File: src/rtl/hilo_muldiv_unit.sv
// ---------------------------------------------------------------------------
// hilo_muldiv_unit
//
// Multi-cycle multiply/divide sequencer that owns the HI/LO register pair of
// the multicycle MIPS core. The decoder starts it from EXEC_1 for
// MULT/MULTU/DIV/DIVU/MTHI/MTLO. The unit raises stall until the result is
// committed, so the decoder holds EXEC_1 while the unit works.
//
// Multiply uses shift-add and retires one multiplier bit per cycle.
// Divide uses the restoring method and produces one quotient bit per cycle.
// Both run on operand magnitudes. The sign is applied in a single FIXUP
// cycle before HI/LO are written.
//
// Ports
//   clk          in   1      system clock, all state on the rising edge
//   reset        in   1      synchronous, active-high reset
//   start        in   1      request, sampled only in IDLE
//   op           in   3      000 MULT, 001 MULTU, 010 DIV, 011 DIVU,
//                            100 MTHI, 101 MTLO, others no-op
//   operand_a    in   WIDTH  rs value (dividend / multiplicand / MTHI-MTLO src)
//   operand_b    in   WIDTH  rt value (divisor / multiplier)
//   stall        out  1      hold the decoder in its current state
//   done         out  1      one-cycle pulse in the cycle HI/LO are written
//   div_by_zero  out  1      pulse alongside done for a divide by zero
//   hi           out  WIDTH  HI register
//   lo           out  WIDTH  LO register
// ---------------------------------------------------------------------------
module hilo_muldiv_unit #(
    parameter int WIDTH = 32
) (
    input  logic             clk,
    input  logic             reset,
    input  logic             start,
    input  logic [2:0]       op,
    input  logic [WIDTH-1:0] operand_a,
    input  logic [WIDTH-1:0] operand_b,
    output logic             stall,
    output logic             done,
    output logic             div_by_zero,
    output logic [WIDTH-1:0] hi,
    output logic [WIDTH-1:0] lo
);

    localparam int CNT_W = $clog2(WIDTH);

    localparam logic [2:0] OP_MTHI = 3'b100;
    localparam logic [2:0] OP_MTLO = 3'b101;

    localparam logic [CNT_W-1:0]   CNT_ZERO = {CNT_W{1'b0}};
    localparam logic [CNT_W-1:0]   CNT_ONE  = {{(CNT_W-1){1'b0}}, 1'b1};
    localparam logic [CNT_W-1:0]   CNT_LAST = CNT_W'(WIDTH - 1);
    localparam logic [WIDTH-1:0]   ZERO_W   = {WIDTH{1'b0}};
    localparam logic [WIDTH-1:0]   ONE_W    = {{(WIDTH-1){1'b0}}, 1'b1};
    localparam logic [2*WIDTH-1:0] ZERO_2W  = {(2*WIDTH){1'b0}};
    localparam logic [2*WIDTH-1:0] ONE_2W   = {{(2*WIDTH-1){1'b0}}, 1'b1};

    typedef enum logic [1:0] {
        ST_IDLE  = 2'd0,
        ST_RUN   = 2'd1,
        ST_FIXUP = 2'd2
    } state_t;

    // Magnitude of an operand. The most negative value maps to 2^(WIDTH-1)
    // read as an unsigned number, so the magnitude path never overflows.
    function automatic logic [WIDTH-1:0] mag_f(input logic [WIDTH-1:0] v,
                                               input logic             is_signed);
        if (is_signed && v[WIDTH-1]) begin
            mag_f = ~v + ONE_W;
        end else begin
            mag_f = v;
        end
    endfunction

    // Conditional two's-complement negation of a single-width value.
    function automatic logic [WIDTH-1:0] cneg_w_f(input logic [WIDTH-1:0] v,
                                                  input logic             neg);
        if (neg) begin
            cneg_w_f = ~v + ONE_W;
        end else begin
            cneg_w_f = v;
        end
    endfunction

    // Conditional two's-complement negation of a double-width product.
    function automatic logic [2*WIDTH-1:0] cneg_2w_f(input logic [2*WIDTH-1:0] v,
                                                     input logic               neg);
        if (neg) begin
            cneg_2w_f = ~v + ONE_2W;
        end else begin
            cneg_2w_f = v;
        end
    endfunction

    state_t               state_r;
    state_t               state_nxt_s;
    logic [CNT_W-1:0]     cnt_r;
    logic                 is_div_r;
    logic                 neg_q_r;     // result / quotient sign: sign(a) ^ sign(b)
    logic                 neg_rem_r;   // remainder follows the dividend sign
    logic                 dbz_r;
    logic [WIDTH-1:0]     opnd_r;      // multiplicand or divisor magnitude
    logic [WIDTH-1:0]     shreg_r;     // multiplier (shifts right) or dividend/quotient (shifts left)
    logic [2*WIDTH-1:0]   acc_r;       // product accumulator
    logic [WIDTH-1:0]     rem_r;       // partial remainder
    logic [WIDTH-1:0]     hi_r;
    logic [WIDTH-1:0]     lo_r;

    logic                 is_muldiv_s;
    logic                 is_signed_s;
    logic                 is_div_s;
    logic                 launch_s;
    logic                 stall_s;
    logic                 done_s;
    logic [WIDTH-1:0]     mul_add_s;
    logic [WIDTH:0]       mul_sum_s;
    logic [2*WIDTH-1:0]   mul_acc_nxt_s;
    logic [WIDTH:0]       div_shift_s;
    logic                 div_ge_s;
    logic [WIDTH-1:0]     div_rem_nxt_s;
    logic [2*WIDTH-1:0]   prod_fix_s;
    logic [WIDTH-1:0]     quot_fix_s;
    logic [WIDTH-1:0]     rem_fix_s;

    // Opcode decode. MULT/MULTU/DIV/DIVU all have op[2]=0, and op[0]=1 marks the unsigned forms.
    always_comb begin
        is_muldiv_s = (op[2] == 1'b0);
        is_signed_s = (op[0] == 1'b0);
        is_div_s    = (op[1] == 1'b1);
        launch_s    = (state_r == ST_IDLE) && start && is_muldiv_s;
    end

    // FSM next state together with the stall and done outputs. Stall rises in the launch cycle itself.
    always_comb begin
        state_nxt_s = state_r;
        stall_s     = 1'b0;
        done_s      = 1'b0;
        case (state_r)
            ST_IDLE: begin
                if (launch_s) begin
                    state_nxt_s = ST_RUN;
                    stall_s     = 1'b1;
                end else begin
                    state_nxt_s = ST_IDLE;
                end
            end
            ST_RUN: begin
                stall_s = 1'b1;
                if (cnt_r == CNT_LAST) begin
                    state_nxt_s = ST_FIXUP;
                end else begin
                    state_nxt_s = ST_RUN;
                end
            end
            ST_FIXUP: begin
                stall_s     = 1'b1;
                done_s      = 1'b1;
                state_nxt_s = ST_IDLE;
            end
            default: begin
                state_nxt_s = ST_IDLE;
            end
        endcase
    end

    // One shift-add multiply step and one restoring divide step, both built from the current registers.
    always_comb begin
        if (shreg_r[0]) begin
            mul_add_s = opnd_r;
        end else begin
            mul_add_s = ZERO_W;
        end
        mul_sum_s     = {1'b0, acc_r[2*WIDTH-1:WIDTH]} + {1'b0, mul_add_s};
        mul_acc_nxt_s = {mul_sum_s, acc_r[WIDTH-1:1]};

        // The remainder stays below the divisor, so the shifted value needs one extra bit.
        div_shift_s = {rem_r, shreg_r[WIDTH-1]};
        div_ge_s    = (div_shift_s >= {1'b0, opnd_r});
        if (div_ge_s) begin
            div_rem_nxt_s = WIDTH'(div_shift_s - {1'b0, opnd_r});
        end else begin
            div_rem_nxt_s = div_shift_s[WIDTH-1:0];
        end
    end

    // Sign correction applied to the magnitude results in FIXUP.
    always_comb begin
        prod_fix_s = cneg_2w_f(acc_r, neg_q_r);
        quot_fix_s = cneg_w_f(shreg_r, neg_q_r);
        rem_fix_s  = cneg_w_f(rem_r, neg_rem_r);
    end

    // State register and RUN iteration counter.
    always_ff @(posedge clk) begin
        if (reset) begin
            state_r <= ST_IDLE;
            cnt_r   <= CNT_ZERO;
        end else begin
            state_r <= state_nxt_s;
            if (state_r == ST_RUN) begin
                cnt_r <= cnt_r + CNT_ONE;
            end else begin
                cnt_r <= CNT_ZERO;
            end
        end
    end

    // Operand capture at launch, then one datapath iteration per RUN cycle.
    always_ff @(posedge clk) begin
        if (reset) begin
            is_div_r  <= 1'b0;
            neg_q_r   <= 1'b0;
            neg_rem_r <= 1'b0;
            dbz_r     <= 1'b0;
            opnd_r    <= ZERO_W;
            shreg_r   <= ZERO_W;
            acc_r     <= ZERO_2W;
            rem_r     <= ZERO_W;
        end else if (launch_s) begin
            is_div_r  <= is_div_s;
            neg_q_r   <= is_signed_s & (operand_a[WIDTH-1] ^ operand_b[WIDTH-1]);
            neg_rem_r <= is_signed_s & operand_a[WIDTH-1];
            dbz_r     <= is_div_s & (operand_b == ZERO_W);
            acc_r     <= ZERO_2W;
            rem_r     <= ZERO_W;
            if (is_div_s) begin
                opnd_r  <= mag_f(operand_b, is_signed_s);
                shreg_r <= mag_f(operand_a, is_signed_s);
            end else begin
                opnd_r  <= mag_f(operand_a, is_signed_s);
                shreg_r <= mag_f(operand_b, is_signed_s);
            end
        end else if (state_r == ST_RUN) begin
            if (is_div_r) begin
                rem_r   <= div_rem_nxt_s;
                shreg_r <= {shreg_r[WIDTH-2:0], div_ge_s};
            end else begin
                acc_r   <= mul_acc_nxt_s;
                shreg_r <= {1'b0, shreg_r[WIDTH-1:1]};
            end
        end else begin
            shreg_r <= shreg_r;
        end
    end

    // HI/LO: direct moves from IDLE, and the arithmetic commit at the FIXUP closing edge unless dividing by zero.
    always_ff @(posedge clk) begin
        if (reset) begin
            hi_r <= ZERO_W;
            lo_r <= ZERO_W;
        end else if ((state_r == ST_IDLE) && start && (op == OP_MTHI)) begin
            hi_r <= operand_a;
        end else if ((state_r == ST_IDLE) && start && (op == OP_MTLO)) begin
            lo_r <= operand_a;
        end else if ((state_r == ST_FIXUP) && !dbz_r) begin
            if (is_div_r) begin
                hi_r <= rem_fix_s;
                lo_r <= quot_fix_s;
            end else begin
                hi_r <= prod_fix_s[2*WIDTH-1:WIDTH];
                lo_r <= prod_fix_s[WIDTH-1:0];
            end
        end else begin
            hi_r <= hi_r;
            lo_r <= lo_r;
        end
    end

    assign stall       = stall_s;
    assign done        = done_s;
    assign div_by_zero = done_s & dbz_r;
    assign hi          = hi_r;
    assign lo          = lo_r;

endmodule

File: config.mk
export PLATFORM = sky130hd
export DESIGN_NAME = hilo_muldiv_unit
export DESIGN_NICKNAME = d
export VERILOG_FILES = /design/src/rtl/hilo_muldiv_unit.sv
export SDC_FILE = /design/constraint.sdc
export NUM_CORES = 1
export LEC_CHECK = 0
export ABC_AREA = 1
export BUFFER_PORTS_ARGS = -buffer_cell sky130_fd_sc_hd__buf_4
export CAP_MARGIN = 10
export CORE_MARGIN = 4
export CORE_UTILIZATION = 40
export CTS_CLUSTER_SIZE = 40
export DETAILED_ROUTE_END_ITERATION = 7
export PLACE_DENSITY_LB_ADDON = 0.08
export SETUP_SLACK_MARGIN = 0.4
export SLEW_MARGIN = 20
export SYNTH_ARGS = -nofsm -noshare
export SYNTH_HDL_FRONTEND = slang
export SYNTH_SLANG_ARGS = --single-unit
export TNS_END_PERCENT = 20
File: constraint.sdc
create_clock -name clk -period 7.8 [get_ports clk]
set_clock_uncertainty 0.2 [all_clocks]
set_input_delay 1.17 -clock clk [delete_from_list [all_inputs] [get_ports clk]]
set_output_delay 1.17 -clock clk [all_outputs]
set_load 0.05 [all_outputs]
==> impl_metrics.json <==
{
  "synth_fp_nets": 4090,
  "nets": 4136,
  "tightestPinTransition_ps": 1020,
  "multi_input_area_um2": 14300,
  "min_from": "cnt_r[0]",
  "slew_headroom_pct": 32.0,
  "vias": 26200,
  "dp_hpwl_um": 80700,
  "reg2reg_to": "rem_r[20]",
  "gp_congestion": 1.00,
  "vias_per_cell": 5.57,
  "rows": 85,
  "cts-buffers-inserted": 31,
  "async_reset_ff_share_pct": 0,
  "layoutNonFillerInstCount": 4707,
  "synthMuxAreaShare_pct": 0,
  "dieArea_um2": 58000,
  "cts_tree": "yes",
  "drt_wl_total_um": 101000,
  "ys_top_cells_by_area": "dfxtp_1, nand2_1, inv_1",
  "finalSetupViolations": 0,
  "synth_warnings": 0,
  "dr.pass1.iters": 7,
  "synth_compound_area_share_pct": 18.4,
  "register_area_um2": 4710,
  "cts_setup_buffers": 0,
  "critPathMaxFanout": 21,
  "grt_pass1_wl_um": 148000,
  "fill_cells": 6089,
  "synthXorXnorAreaFrac_pct": 3.27,
  "htree_levels": 1,
  "synth-adder-area-share_pct": 4.52,
  "rsz0062_at_grt": "no",
  "drt_iter0_markers": 3032,
  "worstSetupPathType": "primary input to primary output",
  "routedWlPerCell_um": 21.5,
  "finalCritPeriodShare_pct": 47.1,
  "synth_edf_count": 0,
  "die_w_um": 241,
  "reg2reg_setup_slack_ps": 4150,
  "synth_seq_cells": 235,
  "start_kind": "primary input",
  "initial_core_util_pct": 40.3,
  "netlist_instances": 3943,
  "clkTransAtPathRegs_ps": 60,
  "cts.root.buffer_cell": "clkbuf_16",
  "worstSetupEndpointType": "primary output",
  "dp.cells": 4652,
  "max_freq_mhz": 272,
  "period_needed_ps": 3670,
  "hold_depth": 1,
  "synth_top_family_by_area": "simple AND/OR/NAND/NOR gates",
  "area_growth_pct": 11.9,
  "ys_seq_area_share_pct": 21.7,
  "die_h_um": 241,
  "ff2ff_path_depth": 14,
  "critPathArrivalTime_ps": 2300,
  "hold_end": "cnt_r[0]",
  "antenna_found_initial": 1,
  "synth_top_area_cell": "dfxtp_1",
  "grt_max_degree": 79,
  "boundaryPins": 137,
  "ys_types": 45,
  "total_leakage_power_nw": 12.7,
  "ctsLongestPathBuffers": 3,
  "post_cts_resized": 0,
  "status": "complete, no violations",
  "fin_tns_setup_ps": 0,
  "syn_avg_cell_area_um2": 5.50,
  "hp-class": "register to register",
  "yosysTopAreaCellShare_pct": 21.7,
  "port_buffers": 136,
  "final_hold_viol_count": 0,
  "cp.required_ps": 6430,
  "antenna_cells": 0,
  "r2r-start": "opnd_r[18]",
  "yosys.area_share.simple_pct": 39.7,
  "ctsHoldBuffers": 0,
  "p_per_area_nw_per_um2": 165,
  "netlist_area_um2": 21700,
  "clk_latency_ps": 620,
  "grt_overflow": 0,
  "synth_ff_type": "dfxtp_1",
  "grt_pass1_vias": 23300,
  "yosysMostFrequentCell": "nand2_1",
  "track_usage_pct": 33.4,
  "synth_common_cells": "nand2_1, inv_1, nor2_1",
  "maxCapViolations": 0,
  "max-vdd-ir-drop_mv": 0.184,
  "core_um2": 53700,
  "drive_gt1_share_pct": 6.06,
  "antenna_left": 0,
  "slew_viol_final": 0,
  "clock_sinks": 235,
  "drcViolationCount": 0
}
==> registers in the layout, indices dropped and copies added (netlist names), 2 cells and up <==
register	cells
opnd_r	32
cnt_r	5
hi	32
acc_r	64
rem_r	32
lo	32
state_r	2
shreg_r	32
==> final cells by class <==
type	count	area share, %
clock inverters	11	0.630
inverters	558	8.64
flip-flops and latches	235	19.4
clock buffers	44	3.65
repair buffers	161	4.99
multi-input cells	3002	59.1
well taps	696	3.59
==> report_power, final <==
group | switching (mW) | internal, mW
Clock | 0.619 | 0.884
Sequential | 0.0791 | 1.24
Combinational | 0.835 | 0.327
==> metrics by stage <==
step | setup slack [ps] | power, mW | utilization, % | hold WS, ps | cell area, µm²
after floorplan | 3620 | 2.08 | - | 218 | 21700
after global placement | 3940 | 2.48 | 43.2 | 243 | 23200
after detailed placement | 3860 | 2.47 | 43.2 | 241 | 23200
after CTS | 4110 | 3.97 | 45.1 | 254 | 24200
after global routing | 3800 | 4.16 | 45.1 | 275 | 24200
final | 4130 | 3.99 | 45.1 | 249 | 24200
==> cells by family (layout without fill, tap and decap cells) <==
group / count (synthesis) / count (layout)
buffers and inverters: 706 / 774
AO/OA/AOI/OAI: 740 / 740
AND/OR/NAND/NOR: 2104 / 2104
flip-flops: 235 / 235
adder cells (fa/ha/maj): 77 / 77
XOR/XNOR: 81 / 81
==> worst max-delay path by stage <==
stage | start | end | slack (ps) | cells after the start
after floorplan | start | stall | 3620 | 6
after global placement | op[1] | hi[15] | 3940 | 11
after detailed placement | op[1] | hi[13] | 3860 | 11
after CTS | start | stall | 4110 | 7
after global routing | opnd_r[19] | rem_r[17] | 3800 | 14
final | start | stall | 4130 | 7
==> worst max-delay path: stages <==
cell	delay, ps
buf_4	70
nand2_1	180
nor2_2	180
buf_4	330
nor2_1	70
nor2_1	90
buf_4	200
==> placed cells by master (no fill, tap or decap), types with 6 or more instances in the layout <==
master        n
xnor2_1      11
inv_1       547
o21a_1        8
clkbuf_1      7
xor2_1       70
o21ai_0     289
a22oi_1      10
a21oi_1     323
nand4_1      54
buf_4       161
nor3_1       41
nand3b_1      8
o21ai_1      11
dfxtp_1     233
ha_1         75
o21bai_1      9
a31oi_1      26
clkbuf_16    31
inv_2        10
clkbuf_8      6
o211ai_1     39
nand2_1    1226
nor2_1      410
nand3_1     344
==> metal layers <==
| layer | GRT usage (%) | wire, µm | part of all wire (%) |
|---|---|---|---|
| met5 | 0 | 13 | 0.013 |
| met4 | 10.1 | 3450 | 3.4 |
| met3 | 5.51 | 9600 | 9.5 |
| met2 | 50.6 | 43000 | 43 |
| met1 | 48.9 | 45100 | 45 |
Power figures use the tool's default switching activity.
